## src/rtl/idu_stage_if.sv

```systemverilog
// Handshake and decoded-record bundle between the fetch side, the decode stage and
// the downstream consumer.
interface idu_stage_if #(
  parameter int XLEN = 64
);
  logic            in_valid;
  logic            in_ready;
  logic [31:0]     in_inst;
  logic [XLEN-1:0] in_pc;

  logic            out_valid;
  logic            out_ready;
  logic [6:0]      out_opcode;
  logic [2:0]      out_func3;
  logic [6:0]      out_func7;
  logic [4:0]      out_rs1;
  logic [4:0]      out_rs2;
  logic [4:0]      out_rd;
  logic [XLEN-1:0] out_imm;
  logic [2:0]      out_fmt;
  logic            out_illegal;
  logic [XLEN-1:0] out_pc;

  modport master (
    output in_valid, in_inst, in_pc, out_ready,
    input  in_ready, out_valid, out_opcode, out_func3, out_func7, out_rs1,
           out_rs2, out_rd, out_imm, out_fmt, out_illegal, out_pc
  );

  modport slave (
    input  in_valid, in_inst, in_pc, out_ready,
    output in_ready, out_valid, out_opcode, out_func3, out_func7, out_rs1,
           out_rs2, out_rd, out_imm, out_fmt, out_illegal, out_pc
  );
endinterface

```

## src/rtl/idu_stage.sv

```systemverilog
// RV instruction decode stage: decodes at the input and queues complete decoded
// records in a small FIFO whose head drives the outputs.
module idu_stage #(
  parameter int XLEN  = 64,
  parameter int DEPTH = 2
) (
  input  logic       clk,
  input  logic       rst,
  input  logic       flush,
  idu_stage_if.slave bus
);
  localparam int PW = (DEPTH > 1) ? $clog2(DEPTH) : 1;
  localparam int CW = $clog2(DEPTH + 1);

  localparam logic [2:0] FMT_R    = 3'd0;
  localparam logic [2:0] FMT_I    = 3'd1;
  localparam logic [2:0] FMT_S    = 3'd2;
  localparam logic [2:0] FMT_B    = 3'd3;
  localparam logic [2:0] FMT_U    = 3'd4;
  localparam logic [2:0] FMT_J    = 3'd5;
  localparam logic [2:0] FMT_NONE = 3'd7;

  typedef struct packed {
    logic [6:0]      opcode;
    logic [2:0]      func3;
    logic [6:0]      func7;
    logic [4:0]      rs1;
    logic [4:0]      rs2;
    logic [4:0]      rd;
    logic [XLEN-1:0] imm;
    logic [2:0]      fmt;
    logic            illegal;
  } rec_t;

  rec_t            dec;
  rec_t            head;
  rec_t            mem [DEPTH];
  logic [31:0]     imm32;
  logic [31:0]     inst;
  logic [PW-1:0]   wr_ptr_reg;
  logic [PW-1:0]   rd_ptr_reg;
  logic [CW-1:0]   count_reg;
  logic            alive_reg;
  logic            push;
  logic            pop;

  assign inst = bus.in_inst;

  always_comb begin
    dec         = '0;
    imm32       = '0;
    dec.opcode  = inst[6:0];
    dec.func3   = inst[14:12];
    dec.func7   = inst[31:25];
    dec.rs1     = inst[19:15];
    dec.rs2     = inst[24:20];
    dec.rd      = inst[11:7];
    dec.fmt     = FMT_NONE;
    dec.illegal = 1'b0;
    case (inst[6:0])
      7'b0110011, 7'b0111011: dec.fmt = FMT_R;
      7'b0010011, 7'b0011011, 7'b0000011, 7'b1100111, 7'b1110011: begin
        dec.fmt = FMT_I;
        imm32   = {{20{inst[31]}}, inst[31:20]};
      end
      7'b0100011: begin
        dec.fmt = FMT_S;
        imm32   = {{20{inst[31]}}, inst[31:25], inst[11:7]};
      end
      7'b1100011: begin
        dec.fmt = FMT_B;
        imm32   = {{19{inst[31]}}, inst[31], inst[7], inst[30:25], inst[11:8], 1'b0};
      end
      7'b0110111, 7'b0010111: begin
        dec.fmt = FMT_U;
        imm32   = {inst[31:12], 12'b0};
      end
      7'b1101111: begin
        dec.fmt = FMT_J;
        imm32   = {{11{inst[31]}}, inst[31], inst[19:12], inst[20], inst[30:21], 1'b0};
      end
      default: dec.illegal = 1'b1;
    endcase
    // Compressed/odd encodings never reach a valid 32-bit format.
    if (inst[1:0] != 2'b11) begin
      dec.fmt     = FMT_NONE;
      dec.illegal = 1'b1;
      imm32       = '0;
    end
    // Replicate then overwrite the low word so XLEN = 32 needs no special case.
    dec.imm       = {XLEN{imm32[31]}};
    dec.imm[31:0] = imm32;
  end

  assign push          = bus.in_valid & bus.in_ready;
  assign pop           = bus.out_valid & bus.out_ready;
  assign bus.in_ready  = alive_reg && (count_reg < CW'(DEPTH));
  assign bus.out_valid = (count_reg != '0);

  always_ff @(posedge clk or negedge rst) begin
    if (!rst) begin
      wr_ptr_reg <= '0;
      rd_ptr_reg <= '0;
      count_reg  <= '0;
      alive_reg  <= 1'b0;
    end else begin
      alive_reg <= 1'b1;
      if (flush) begin
        wr_ptr_reg <= '0;
        rd_ptr_reg <= '0;
        count_reg  <= '0;
      end else begin
        if (push) wr_ptr_reg <= wr_ptr_reg + PW'(1);
        if (pop)  rd_ptr_reg <= rd_ptr_reg + PW'(1);
        case ({push, pop})
          2'b10:   count_reg <= count_reg + CW'(1);
          2'b01:   count_reg <= count_reg - CW'(1);
          default: count_reg <= count_reg;
        endcase
      end
    end
  end

  always_ff @(posedge clk) begin
    if (push && !flush) mem[wr_ptr_reg] <= dec;
  end

  // Gating by out_valid keeps data outputs at zero while empty or in reset.
  assign head            = bus.out_valid ? mem[rd_ptr_reg] : '0;
  assign bus.out_opcode  = head.opcode;
  assign bus.out_func3   = head.func3;
  assign bus.out_func7   = head.func7;
  assign bus.out_rs1     = head.rs1;
  assign bus.out_rs2     = head.rs2;
  assign bus.out_rd      = head.rd;
  assign bus.out_imm     = head.imm;
  assign bus.out_fmt     = head.fmt;
  assign bus.out_illegal = head.illegal;
  assign bus.out_pc      = mem_pc_reg_sel();

  // PC travels alongside the decoded record in its own array.
  logic [XLEN-1:0] pc_mem [DEPTH];

  always_ff @(posedge clk) begin
    if (push && !flush) pc_mem[wr_ptr_reg] <= bus.in_pc;
  end

  function automatic logic [XLEN-1:0] mem_pc_reg_sel();
    return bus.out_valid ? pc_mem[rd_ptr_reg] : '0;
  endfunction
endmodule

```

## src/flat_wrapper.sv

```systemverilog
// flat-port wrapper written by rule: the top's interface ports become plain ports
module idu_stage_flat 
#(
  parameter int XLEN  = 64,
  parameter int DEPTH = 2
)
  (clk, rst, flush, bus_in_valid, bus_in_inst, bus_in_pc, bus_out_ready, bus_in_ready, bus_out_valid, bus_out_opcode, bus_out_func3, bus_out_func7, bus_out_rs1, bus_out_rs2, bus_out_rd, bus_out_imm, bus_out_fmt, bus_out_illegal, bus_out_pc);
  idu_stage_if #(.XLEN(XLEN)) bus_i ();
  input  logic clk;
  input  logic rst;
  input  logic flush;
  input wire logic [$bits(bus_i.in_valid)-1:0] bus_in_valid;
  input wire logic [$bits(bus_i.in_inst)-1:0] bus_in_inst;
  input wire logic [$bits(bus_i.in_pc)-1:0] bus_in_pc;
  input wire logic [$bits(bus_i.out_ready)-1:0] bus_out_ready;
  output wire logic [$bits(bus_i.in_ready)-1:0] bus_in_ready;
  output wire logic [$bits(bus_i.out_valid)-1:0] bus_out_valid;
  output wire logic [$bits(bus_i.out_opcode)-1:0] bus_out_opcode;
  output wire logic [$bits(bus_i.out_func3)-1:0] bus_out_func3;
  output wire logic [$bits(bus_i.out_func7)-1:0] bus_out_func7;
  output wire logic [$bits(bus_i.out_rs1)-1:0] bus_out_rs1;
  output wire logic [$bits(bus_i.out_rs2)-1:0] bus_out_rs2;
  output wire logic [$bits(bus_i.out_rd)-1:0] bus_out_rd;
  output wire logic [$bits(bus_i.out_imm)-1:0] bus_out_imm;
  output wire logic [$bits(bus_i.out_fmt)-1:0] bus_out_fmt;
  output wire logic [$bits(bus_i.out_illegal)-1:0] bus_out_illegal;
  output wire logic [$bits(bus_i.out_pc)-1:0] bus_out_pc;
  assign bus_i.in_valid = bus_in_valid;
  assign bus_i.in_inst = bus_in_inst;
  assign bus_i.in_pc = bus_in_pc;
  assign bus_i.out_ready = bus_out_ready;
  assign bus_in_ready = bus_i.in_ready;
  assign bus_out_valid = bus_i.out_valid;
  assign bus_out_opcode = bus_i.out_opcode;
  assign bus_out_func3 = bus_i.out_func3;
  assign bus_out_func7 = bus_i.out_func7;
  assign bus_out_rs1 = bus_i.out_rs1;
  assign bus_out_rs2 = bus_i.out_rs2;
  assign bus_out_rd = bus_i.out_rd;
  assign bus_out_imm = bus_i.out_imm;
  assign bus_out_fmt = bus_i.out_fmt;
  assign bus_out_illegal = bus_i.out_illegal;
  assign bus_out_pc = bus_i.out_pc;
  idu_stage #(.XLEN(XLEN), .DEPTH(DEPTH)) u_core (.clk(clk), .rst(rst), .flush(flush), .bus(bus_i));
endmodule
```

## config.mk

```make
export PLATFORM = sky130hd
export DESIGN_NAME = idu_stage_flat
export DESIGN_NICKNAME = d
export VERILOG_FILES = /design/src/rtl/idu_stage_if.sv /design/src/rtl/idu_stage.sv /design/src/flat_wrapper.sv
export SDC_FILE = /design/constraint.sdc
export NUM_CORES = 1
export LEC_CHECK = 0
export CORE_AREA = 2 2 161 163
export DETAILED_ROUTE_END_ITERATION = 10
export DIE_AREA = 0 0 163 165
export PLACE_DENSITY_LB_ADDON = 0.12
export RECOVER_POWER = 100
export SLEW_MARGIN = 20
export SYNTH_ARGS = -nofsm -noshare
export SYNTH_HDL_FRONTEND = slang
export SYNTH_SLANG_ARGS = --single-unit
export TNS_END_PERCENT = 20
```

## constraint.sdc

```tcl
create_clock -name clk -period 10.5 [get_ports clk]
set_input_delay 1.575 -clock clk [delete_from_list [all_inputs] [get_ports clk]]
set_output_delay 1.575 -clock clk [all_outputs]
set_load 0.005 [all_outputs]
```

==> summary.md <==
| Metric | Value |
|---|---|
| Status | finished, violations left |
| Failing checks | capacitance limit, slew limit |
| Synth Area per Inst | 15.6 sq um |
| Vias | 6445 |
| CTS resizes | 0 |
| Sequence of cells on the critical path | dlygate4sd3_1 -> nand2_1 -> nor3_1 -> clkbuf_1 -> clkbuf_1 |
| EDFF count, synth | 264 |
| Fin nets | 1053 |
| CP Data Required Time | 10.57 ns |
| Largest net degree at the start of global routing | 80 |
| Ports | 267 |
| Critical path class | in -> reg |
| Syn_nets | 816 |
| Seq/Total Area, Yosys | 72.3% |
| Multi-input logic area | 0.00255 sq mm |
| DRT Pass-1 Iters | 4 |
| CP bufs+invs | 3 |
| Num CTS Buffers | 29 |
| Mapped Area | 0.0111 sq mm |
| Total of max-cap violations | 9 |
| Hold Path Cell Cnt | 2 |
| Startpoint Class | input port |
| Crit path max-delay cell type | clkbuf_1 |
| CP peak stage delay | 2.28 ns |
| Mapped Cells | 715 |
| Final min period | 7.02 ns |
| Worst Tran Pin Value | 3.63 ns |
| Top-count cell post-synth | edfxtp_1 |
| Max reg flops | 136 |
| P_leak | 5.40 nW |
| Max Clock Freq | 143 MHz |
| Family with the most delay on the worst path | buffers and inverters |
| Clock slew at reported path FFs | 0.06 ns |
| Skew final | 0.00986 ns |
| Total congestion overflow | 0 |
| FF/Latch Area | 0.00805 sq mm |
| Vias per inst | 4.94 |
| Leading area contributor after synthesis | edfxtp_1 |
| Share of async-settable or async-resettable flops after synthesis | 1.86% |
| CP most frequent cell | clkbuf_1 |
| Setup bufs post-CTS | 0 |
| Final period util | 66.8% |
| DRC violations left | 0 |
| WHS | 0.572 ns |
| Row count | 58 |
| Share of cells above drive strength 1 | 5.24% |
| Gpl congestion | 0.756 |
| DP Area | 0.0139 sq mm |
| Nature of the critical path endpoint | register |
| Detailed placement HPWL | 15600 um |
| Synth-to-Final Area Change | 31.7% |
| Setup violators final | 0 |
| WHS Endpoint | u_core.wr_ptr_reg |
| Initial Util | 44.5% |
| FF-to-FF path depth | 5 |
| Initial antenna violation count | 1 |
| Peak supply drop | 128 uV |
| Wire per inst | 18.5 um |
| Iteration-0 DRC Markers | 381 |
| Worst min path class | reg -> reg |
| RR Endpoint | u_core.mem[0][72] |
| Die Ht | 165 um |
| Seq cells post-synth | 269 |
| Fin area | 0.0147 sq mm |
| Most used DFF post-synth | edfxtp_1 |
| Worst skew pair latency | 0.53 ns |
| HP Start | u_core.wr_ptr_reg |
| Cell Count Post-Placement | 1251 |
| Global Route Usage Sum | 17.3% |
| Slew HR | -142% |
| Core area | 0.0250 sq mm |
| Yosys top cell area share | 71.2% |
| Crit. Startpoint | bus_in_valid |
| Hold_buf cts | 0 |
| First-pass GRT wire length | 35500 um |
| Top cells by count, synth | 264 x edfxtp_1, 140 x nor2_1, 133 x mux2i_1 |
| Clock tree from TritonCTS | built |
| Yosys cell types | 48 |
| Pwr dens | 165 mW/mm^2 |
| CTS root buf | clkbuf_16 |
| Vias in the first global route | 6204 |
| Critical R2R Launch | u_core.count_reg[1] |
| Final Hold Fails | 0 |
| Final Max Slew Viols | 399 |
| Clock net sink count | 269 |
| Antenna Violating Nets Remaining | 0 |
| Ranking of synthesized cells by area | edfxtp_1 71%, mux2i_1 12%, nor2_1 4.7% |
| Non-filler cells, final | 1305 |
| Finished Core Util | 58.6% |
| Yosys Warn Count | 0 |
| Die Wd | 163 um |
| Max Root-Sink Buffers | 3 |
| H-Tree Depth | 1 |
| PortBufs | 266 |
| Worst reg2reg setup slack | 4.45 ns |
| Fillers | 2007 |
| Routed wire length | 24100 um |
| Critical path peak fanout | 53 |
| WP data arrival | 7.08 ns |
| Die ar. | 0.0269 sq mm |
| RSZ-0062 raised after global routing | false |
worst min-delay path, cell delays in order, from the launching register on:
cell     delay, ns
dfrtp_1       0.37
xor2_1        0.08
nor2_1        0.08
worst max-delay path by stage:
stage	to	slack, ns	depth (start not counted)
floorplan	u_core.mem[0][0]	-0.97	1
detailed placement	u_core.mem[0][77]	6.22	5
global route	u_core.mem[0][79]	3.02	5
CTS	bus_out_imm[21]	5.76	4
finish	u_core.mem[0][72]	3.48	5
global placement	u_core.mem[0][83]	6.26	5
power by group:
part	switching [W]	total, W	internal (W)
logic	0.000106	0.000213	0.000106
registers	0.00000821	0.00121	0.00120
clock network	0.000390	0.000996	0.000607
metal layers:
| layer | up-vias | wire [um] | GRT usage (%) | part of all wire (%) |
|---|---|---|---|---|
| met5 | - | 0 | 0 | 0 |
| met2 | 206 | 11400 | 27.8 | 47 |
| li1 | 3075 | - | - | - |
| met1 | 3126 | 10800 | 24.6 | 45 |
| met4 | 0 | 467 | 4.18 | 1.9 |
| met3 | 38 | 1470 | 3.09 | 6.1 |
through the flow:
step | worst slack (ns) | total power [W] | TNS (ns)
2_1_floorplan | -0.969 | 0.00135 | -127.87
3_3_place_gp | 6.26 | 0.00147 | 0
3_5_place_dp | 6.22 | 0.00147 | 0
4_1_cts | 5.76 | 0.00247 | 0
5_1_grt | 3.02 | 0.00251 | 0
6_report | 3.48 | 0.00242 | 0
final cells by class:
class	instances	area share, %
clock inverter	13	1.13
clock buffer	40	5.23
inverter	4	0.102
timing repair buffer	276	18.5
sequential	269	54.9
antenna	1	0.0170
tap	330	2.81
multi-input combinational	372	17.4
logic make-up after synthesis:
group	Yosys count	share of synthesized area, %
buffers and inverters	74	4.21
other	1	0.0337
AOI/OAI and AO/OA	47	3.66
xor gates and xnor gates	2	0.157
muxes	134	12.1
and+or+nand+nor	188	7.60
DFF	269	72.3
layout by cell type (no fill, tap or decap), types with 2 or more instances in the layout:
master,count
a21o_1,21
a21oi_1,3
a22o_1,4
and3_1,8
and3b_1,2
buf_4,3
bufinv_16,4
clkbuf_1,18
clkbuf_16,29
clkdlybuf4s50_1,5
clkinv_1,5
clkinv_2,3
dfrtp_1,5
dlygate4sd3_1,261
edfxtp_1,264
inv_1,4
mux2i_1,133
nand2_1,11
nand2b_1,5
nand3_1,3
nor2_1,140
nor2_4,4
nor2b_1,3
nor3_1,4
o21ai_0,6
xor2_1,2
Note: power is estimated with default switching activity, not from simulation.
